File: src/rtl/cpu_types.sv
// Shared CPU types.
// fetch_state_t : instruction-fetch FSM states
//   IDLE - no memory request in flight
//   WAIT - request granted, its response will be kept
//   KILL - request granted, its response will be discarded (redirect seen)
// NOP_INSTR     : canonical no-op (addi x0,x0,0) shown while no instruction is valid
package cpu_types;

  typedef enum logic [1:0] {
    IDLE = 2'd0,
    WAIT = 2'd1,
    KILL = 2'd2
  } fetch_state_t;

  localparam logic [31:0] NOP_INSTR = 32'h0000_0013;

endpackage

File: src/rtl/fetch_unit_if.sv
// Fetch-stage bus bundle: instruction-memory request/grant/response channel
// plus the valid/ready channel toward decode.
//   imem_req/imem_addr       fetch -> memory, request and word address
//   imem_gnt                 memory -> fetch, request accepted this cycle
//   imem_rvalid/imem_rdata   memory -> fetch, in-order response
//   out_valid/out_pc/out_instr fetch -> decode, buffered instruction
//   out_ready                decode -> fetch, accepts the instruction
// master = fetch unit side, slave = memory/decode side.
interface fetch_unit_if;

  logic        imem_req;
  logic [31:0] imem_addr;
  logic        imem_gnt;
  logic        imem_rvalid;
  logic [31:0] imem_rdata;
  logic        out_valid;
  logic [31:0] out_pc;
  logic [31:0] out_instr;
  logic        out_ready;

  modport master (
    output imem_req, imem_addr, out_valid, out_pc, out_instr,
    input  imem_gnt, imem_rvalid, imem_rdata, out_ready
  );

  modport slave (
    input  imem_req, imem_addr, out_valid, out_pc, out_instr,
    output imem_gnt, imem_rvalid, imem_rdata, out_ready
  );

endinterface

File: src/rtl/fetch_unit.sv
// Instruction-fetch stage.
// Owns the PC, keeps at most one request outstanding to instruction memory
// and buffers one fetched instruction for decode. A redirect from the jump
// unit reloads the PC, flushes the buffered instruction and marks any
// in-flight response for discard.
// Ports:
//   clk, rst          clock, asynchronous active-high reset
//   redirect          jump/branch taken (jump unit's jumping)
//   redirect_pc       jump target (pc_next), bits [1:0] ignored
//   bus               fetch_unit_if.master: imem channel + decode channel
module fetch_unit
  import cpu_types::fetch_state_t;
  import cpu_types::IDLE;
  import cpu_types::WAIT;
  import cpu_types::KILL;
#(
  parameter logic [31:0] RESET_PC  = 32'h0000_0000,
  parameter logic [31:0] NOP_INSTR = cpu_types::NOP_INSTR
) (
  input  logic                clk,
  input  logic                rst,
  input  logic                redirect,
  input  logic [31:0]         redirect_pc,
  fetch_unit_if.master        bus
);

  fetch_state_t state_q, state_d;
  logic [31:0]  pc_q;
  logic [31:0]  req_pc_q;
  logic         out_valid_q;
  logic [31:0]  out_pc_q;
  logic [31:0]  out_instr_q;
  logic         issue;
  logic         grant;
  logic [1:0]   unused_redirect_lsbs;

  assign unused_redirect_lsbs = redirect_pc[1:0];

  // State register.
  // NOTE: sequential state uses non-blocking assignments so every register
  // samples pre-edge values regardless of process ordering.
  always_ff @(posedge clk or posedge rst) begin
    if (rst) state_q <= IDLE;
    else     state_q <= state_d;
  end

  // Next-state logic. A redirect never coincides with a grant (issue is
  // blocked), so IDLE stays IDLE under redirect without a special case.
  // NOTE: the default assignment up front keeps this block latch-free.
  always_comb begin
    state_d = state_q;
    case (state_q)
      IDLE: if (grant) state_d = WAIT;
      WAIT: begin
        if (bus.imem_rvalid)   state_d = IDLE;
        else if (redirect)     state_d = KILL;
      end
      KILL: if (bus.imem_rvalid) state_d = IDLE;
      default: state_d = IDLE;
    endcase
  end

  // Output logic: a new request only when nothing is in flight and the
  // output register is empty or draining this cycle, so any response that
  // arrives later always finds room and memory never sees backpressure.
  always_comb begin
    issue = !rst && (state_q == IDLE) && !redirect &&
            (!out_valid_q || bus.out_ready);
    grant = issue && bus.imem_gnt;
  end

  assign bus.imem_req  = issue;
  assign bus.imem_addr = {pc_q[31:2], 2'b00};

  // PC and address of the request in flight.
  always_ff @(posedge clk or posedge rst) begin
    if (rst) begin
      pc_q     <= RESET_PC;
      req_pc_q <= '0;
    end else if (redirect) begin
      pc_q     <= {redirect_pc[31:2], 2'b00};
    end else if (grant) begin
      req_pc_q <= pc_q;
      pc_q     <= pc_q + 32'd4;  // wraps naturally at 2^32
    end
  end

  // Single-entry output register toward decode. Redirect flushes it; a
  // response that arrives in KILL (or together with a redirect) is dropped.
  always_ff @(posedge clk or posedge rst) begin
    if (rst) begin
      out_valid_q <= 1'b0;
      out_pc_q    <= '0;
      out_instr_q <= NOP_INSTR;
    end else if (redirect) begin
      out_valid_q <= 1'b0;
      out_instr_q <= NOP_INSTR;
    end else if (state_q == WAIT && bus.imem_rvalid) begin
      out_valid_q <= 1'b1;
      out_pc_q    <= req_pc_q;
      out_instr_q <= bus.imem_rdata;
    end else if (out_valid_q && bus.out_ready) begin
      out_valid_q <= 1'b0;
      out_instr_q <= NOP_INSTR;
    end
  end

  assign bus.out_valid = out_valid_q;
  assign bus.out_pc    = out_pc_q;
  assign bus.out_instr = out_instr_q;

endmodule

File: src/flat_wrapper.sv
// flat-port wrapper written by rule: the top's interface ports become plain ports
module fetch_unit_flat import cpu_types::fetch_state_t; import cpu_types::IDLE; import cpu_types::WAIT; import cpu_types::KILL;
#(
  parameter logic [31:0] RESET_PC  = 32'h0000_0000,
  parameter logic [31:0] NOP_INSTR = cpu_types::NOP_INSTR
)
  (clk, rst, redirect, redirect_pc, bus_imem_req, bus_imem_addr, bus_out_valid, bus_out_pc, bus_out_instr, bus_imem_gnt, bus_imem_rvalid, bus_imem_rdata, bus_out_ready);
  fetch_unit_if bus_i ();
  input  logic clk;
  input  logic rst;
  input  logic redirect;
  input  logic [31:0] redirect_pc;
  output wire logic [$bits(bus_i.imem_req)-1:0] bus_imem_req;
  output wire logic [$bits(bus_i.imem_addr)-1:0] bus_imem_addr;
  output wire logic [$bits(bus_i.out_valid)-1:0] bus_out_valid;
  output wire logic [$bits(bus_i.out_pc)-1:0] bus_out_pc;
  output wire logic [$bits(bus_i.out_instr)-1:0] bus_out_instr;
  input wire logic [$bits(bus_i.imem_gnt)-1:0] bus_imem_gnt;
  input wire logic [$bits(bus_i.imem_rvalid)-1:0] bus_imem_rvalid;
  input wire logic [$bits(bus_i.imem_rdata)-1:0] bus_imem_rdata;
  input wire logic [$bits(bus_i.out_ready)-1:0] bus_out_ready;
  assign bus_imem_req = bus_i.imem_req;
  assign bus_imem_addr = bus_i.imem_addr;
  assign bus_out_valid = bus_i.out_valid;
  assign bus_out_pc = bus_i.out_pc;
  assign bus_out_instr = bus_i.out_instr;
  assign bus_i.imem_gnt = bus_imem_gnt;
  assign bus_i.imem_rvalid = bus_imem_rvalid;
  assign bus_i.imem_rdata = bus_imem_rdata;
  assign bus_i.out_ready = bus_out_ready;
  fetch_unit #(.RESET_PC(RESET_PC), .NOP_INSTR(NOP_INSTR)) u_core (.clk(clk), .rst(rst), .redirect(redirect), .redirect_pc(redirect_pc), .bus(bus_i));
endmodule
File: config.mk
export PLATFORM = sky130hd
export DESIGN_NAME = fetch_unit_flat
export DESIGN_NICKNAME = d
export VERILOG_FILES = /design/src/rtl/cpu_types.sv /design/src/rtl/fetch_unit_if.sv /design/src/rtl/fetch_unit.sv /design/src/flat_wrapper.sv
export SDC_FILE = /design/constraint.sdc
export NUM_CORES = 1
export LEC_CHECK = 0
export BUFFER_PORTS_ARGS = -buffer_cell sky130_fd_sc_hd__buf_2
export CELL_PAD_IN_SITES_DETAIL_PLACEMENT = 0
export CELL_PAD_IN_SITES_GLOBAL_PLACEMENT = 1
export CORE_ASPECT_RATIO = 1.75
export CORE_UTILIZATION = 40
export CTS_CLUSTER_SIZE = 10
export DETAILED_ROUTE_END_ITERATION = 10
export PLACE_DENSITY = 0.86
export SETUP_SLACK_MARGIN = 0.3
export SYNTH_ARGS = -nofsm -noshare
export SYNTH_HDL_FRONTEND = slang
export SYNTH_SLANG_ARGS = --single-unit
File: constraint.sdc
create_clock -name clk -period 8.3 [get_ports clk]
set_input_delay 0.415 -clock clk [delete_from_list [all_inputs] [get_ports clk]]
set_output_delay 0.415 -clock clk [all_outputs]
set_load 0.02 [all_outputs]
==> metrics.md <==
| Metric | Value |
|---|---|
| Worst R2R Start | `u_core.bus.out_valid` |
| Worst-path clk slew | `0.06 ns` |
| Syn Std Cell Area | `0.00543 sq mm` |
| Final Setup Violations | `0` |
| Diode insertion count for antenna repair | `0` |
| Number of levels in the clock H-tree | `4` |
| Met1 demand-to-capacity share in global routing | `0.252` |
| Total power per unit cell area | `273 mW/mm^2` |
| Final weighted congestion of routability-driven global placement | `0.819` |
| Commonest register cell after synthesis | `sky130_fd_sc_hd__dfrtp_1` |
| Crit path capture type | `register` |
| Remaining antenna violation count | `0` |
| Fill cell instance count of the final layout | `1275` |
| Number of clock sinks | `125` |
| Number of cells in the design after placement | `870` |
| Detailed Routing Iterations Pass 1 | `4` |
| Largest driver fanout on the critical path | `51` |
| Sum of negative setup slack | `0 ns` |
| Pre-CTS setup slack | `5.00 ns` |
| Max frequency | `0.350 GHz` |
| Sequential cell area fraction in the yosys report | `0.577` |
| Final Hold Violating Endpoints | `0` |
| Fraction of final layout cells sized beyond drive strength 1 | `0.298` |
| Number of rows created at floorplan | `56` |
| Startpoint type of the worst setup path | `primary input` |
| Via count of the first global-routing pass | `4609` |
| Worst skew pair latency | `0.41 ns` |
| Average routed wire per standard cell | `15.8 microns` |
| Antenna violations before repair | `1` |
| Maximum Capacitance Violations | `0` |
| Area of the core | `0.0133 sq mm` |
| Unique cell type count in the Yosys netlist | `55` |
| Cell area after layout | `0.00700 sq mm` |
| Ports placed on the boundary | `168` |
| GRT overflow | `0` |
| IR drop worst, VDD | `0.143 mV` |
| Met2 usage | `0.369` |
| Synth Warn # | `0` |
| Die width | `90.1 microns` |
| Total routed wirelength | `14200 microns` |
| DR vias | `4637` |
| Die H | `156 microns` |
| Global-route wire length before repair | `23400 microns` |
| Worst hold path type | `primary input to async pin` |
| Die outline area | `0.0141 sq mm` |
| Layout overhead on the synthesized area | `28.8%` |
| Worst setup startpoint | `redirect` |
| Category of the critical setup timing path | `primary input to register` |
| Ratio of routed vias to standard cells | `5.14` |
| Met3 track demand over resource in global routing | `0.0473` |
| CTS tree | `yes` |
| Root Driver | `sky130_fd_sc_hd__clkbuf_16` |
| Cell count of the worst reg-to-reg path | `6` |
| Instance area at placement | `0.00634 sq mm` |
| Mean instance size in the synthesized netlist | `9.65 sq um` |
| Pleak | `3.72 nW` |
| PostCTS Resize Cnt | `0` |
| Total DRC errors in the routed layout | `0` |
| Synth async-reset ratio | `1.00` |
| Busiest grt layer | `met2` |
| Global-route usage over all layers | `0.210` |
| Layout Skew | `0.0107 ns` |
| Number of nets in the layout | `786` |
| Hpwl dp | `9770 microns` |
| Violation count after the first detailed-routing iteration | `226` |
| Share of the core filled with cells in the final layout | `0.526` |
| Number of storage elements in the synthesis netlist | `125` |
| Min Tclk post-route | `2.85 ns` |
| Port bufs | `161` |
| Part of the cycle the worst path needs | `0.344` |
| Transition time at the pin with the least slew margin | `1.09 ns` |
| Setup repair after global routing missed its margin | `no` |
| Non-filler instance count after layout | `902` |
| Setup WS post-layout | `5.45 ns` |
| Critical Path AT | `3.13 ns` |
| Max-slew violation count | `0` |
| Slew margin rel. | `0.273` |
| Worst Path Required | `8.58 ns` |
| TritonCTS buffer count | `17` |
| Count of flip-flops with a built-in enable after synthesis | `0` |
| # hold bufs at CTS | `0` |
| Pin count of the biggest net entering global routing | `66` |
| FF-to-FF setup slack | `5.68 ns` |
| Critical Path Sink | `u_core.pc_q[6]` |
| Outcome | `completed` |
| Starting utilization of the core area | `0.408` |
| Critical R2R Capture | `u_core.pc_q[6]` |
| Syn Inst Count | `563` |
| Buffers inserted by post-CTS timing repair | `0` |
| CTS Buffer Depth | `2` |
[Yosys cell counts (4+ instances only)]
library cell,instances,share of area
sky130_fd_sc_hd__clkbuf_1,20,0.014
sky130_fd_sc_hd__and3_1,4,0.0046
sky130_fd_sc_hd__inv_1,5,0.0035
sky130_fd_sc_hd__a22o_1,29,0.047
sky130_fd_sc_hd__a21oi_1,9,0.0083
sky130_fd_sc_hd__buf_4,6,0.0083
sky130_fd_sc_hd__and2_1,7,0.0081
sky130_fd_sc_hd__nand3b_1,5,0.0069
sky130_fd_sc_hd__nand3_1,13,0.012
sky130_fd_sc_hd__nand4_1,10,0.012
sky130_fd_sc_hd__nor2b_1,5,0.0058
sky130_fd_sc_hd__dfrtp_1,122,0.56
sky130_fd_sc_hd__nor2_1,18,0.012
sky130_fd_sc_hd__o211ai_1,8,0.011
sky130_fd_sc_hd__a32oi_1,4,0.0064
sky130_fd_sc_hd__o311ai_0,5,0.0081
sky130_fd_sc_hd__buf_2,5,0.0046
sky130_fd_sc_hd__o21ai_0,21,0.019
sky130_fd_sc_hd__nand2_1,208,0.14
[final cells by class]
cell class | count | area [sq um] | share of cell area
flip-flops and latches | 125 | 3130 | 0.448
repair buffers | 165 | 836 | 0.119
well taps | 174 | 218 | 0.0311
clock inverters | 14 | 214 | 0.0306
clock buffers | 18 | 439 | 0.0628
inverters | 5 | 21.3 | 0.00304
multi-input cells | 401 | 2140 | 0.306
[how the worst min path moves through the flow]
stage	from	end	slack, ns	cells past startpoint
final	rst	u_core.bus.out_instr[13]	0.15	2
after global routing	rst	u_core.bus.out_instr[13]	0.21	2
after CTS	rst	u_core.bus.out_instr[13]	0.17	2
after detailed placement	u_core.req_pc_q[8]	u_core.bus.out_pc[8]	0.46	2
after global placement	u_core.req_pc_q[3]	u_core.bus.out_pc[3]	0.45	2
after floorplan	u_core.req_pc_q[22]	u_core.bus.out_pc[22]	0.43	2
[layer usage]
layer	part of all wire	routed length, microns
met5	0	0
met2	0.53	7540
met1	0.41	5820
met4	0.010	144
met3	0.050	718
[power by group]
part / switching, mW / internal [mW] / leakage [nW]
clock: 0.270 / 0.541 / 0.313
combinational: 0.205 / 0.109 / 1.79
sequential: 0.0747 / 0.709 / 1.62
total: 0.550 / 1.36 / 3.72
[flip-flops by register name, summed over array words and instances (netlist names)]
| register | flops |
|---|---|
| u_core.bus.out_pc | 30 |
| u_core.bus.out_instr | 32 |
| u_core.req_pc_q | 30 |
| u_core.pc_q | 30 |
| u_core.state_q | 2 |
| u_core.bus.out_valid | 1 |
[cells by family after synthesis]
logic type      synth area share
compound gates             0.127
xor+xnor                 0.00161
fa+ha+maj                0.00230
buf+inv                   0.0343
flops                      0.577
mux                      0.00760
other cells             0.000690
simple gates               0.250
[through the flow]
step / total power [mW] / hold WS (ns)
final: 1.91 / 0.146
after global routing: 2.00 / 0.210
after CTS: 1.93 / 0.173
after detailed placement: 1.11 / 0.455
after global placement: 1.10 / 0.450
after floorplan: 0.981 / 0.435
[cell usage in the layout (no fill, tap or decap), drive strengths merged, types with 4 or more instances in the layout]
cell,netlist,layout
nand2,209,209
buf,15,165
dfrtp,122,122
a22o,29,29
o21ai,21,21
nor2,18,18
clkbuf,20,18
nand3,13,13
nand4,12,12
a21oi,9,9
and2,9,9
o211ai,8,8
inv,5,7
o311ai,6,6
and3,6,6
nor2b,5,5
nand3b,5,5
bufinv,0,5
a32oi,4,4
conb,1,4
nor3,4,4
clkinv,0,4
nor4,4,4
[worst max-delay path, cell delays in order]
cell,delay [ns]
sky130_fd_sc_hd__buf_2,0.69
sky130_fd_sc_hd__nor4_2,0.16
sky130_fd_sc_hd__and3_2,0.26
sky130_fd_sc_hd__buf_4,0.29
sky130_fd_sc_hd__nor2_1,0.88
sky130_fd_sc_hd__o21ai_0,0.27
sky130_fd_sc_hd__o311ai_0,0.15
Power figures use the tool's default switching activity.
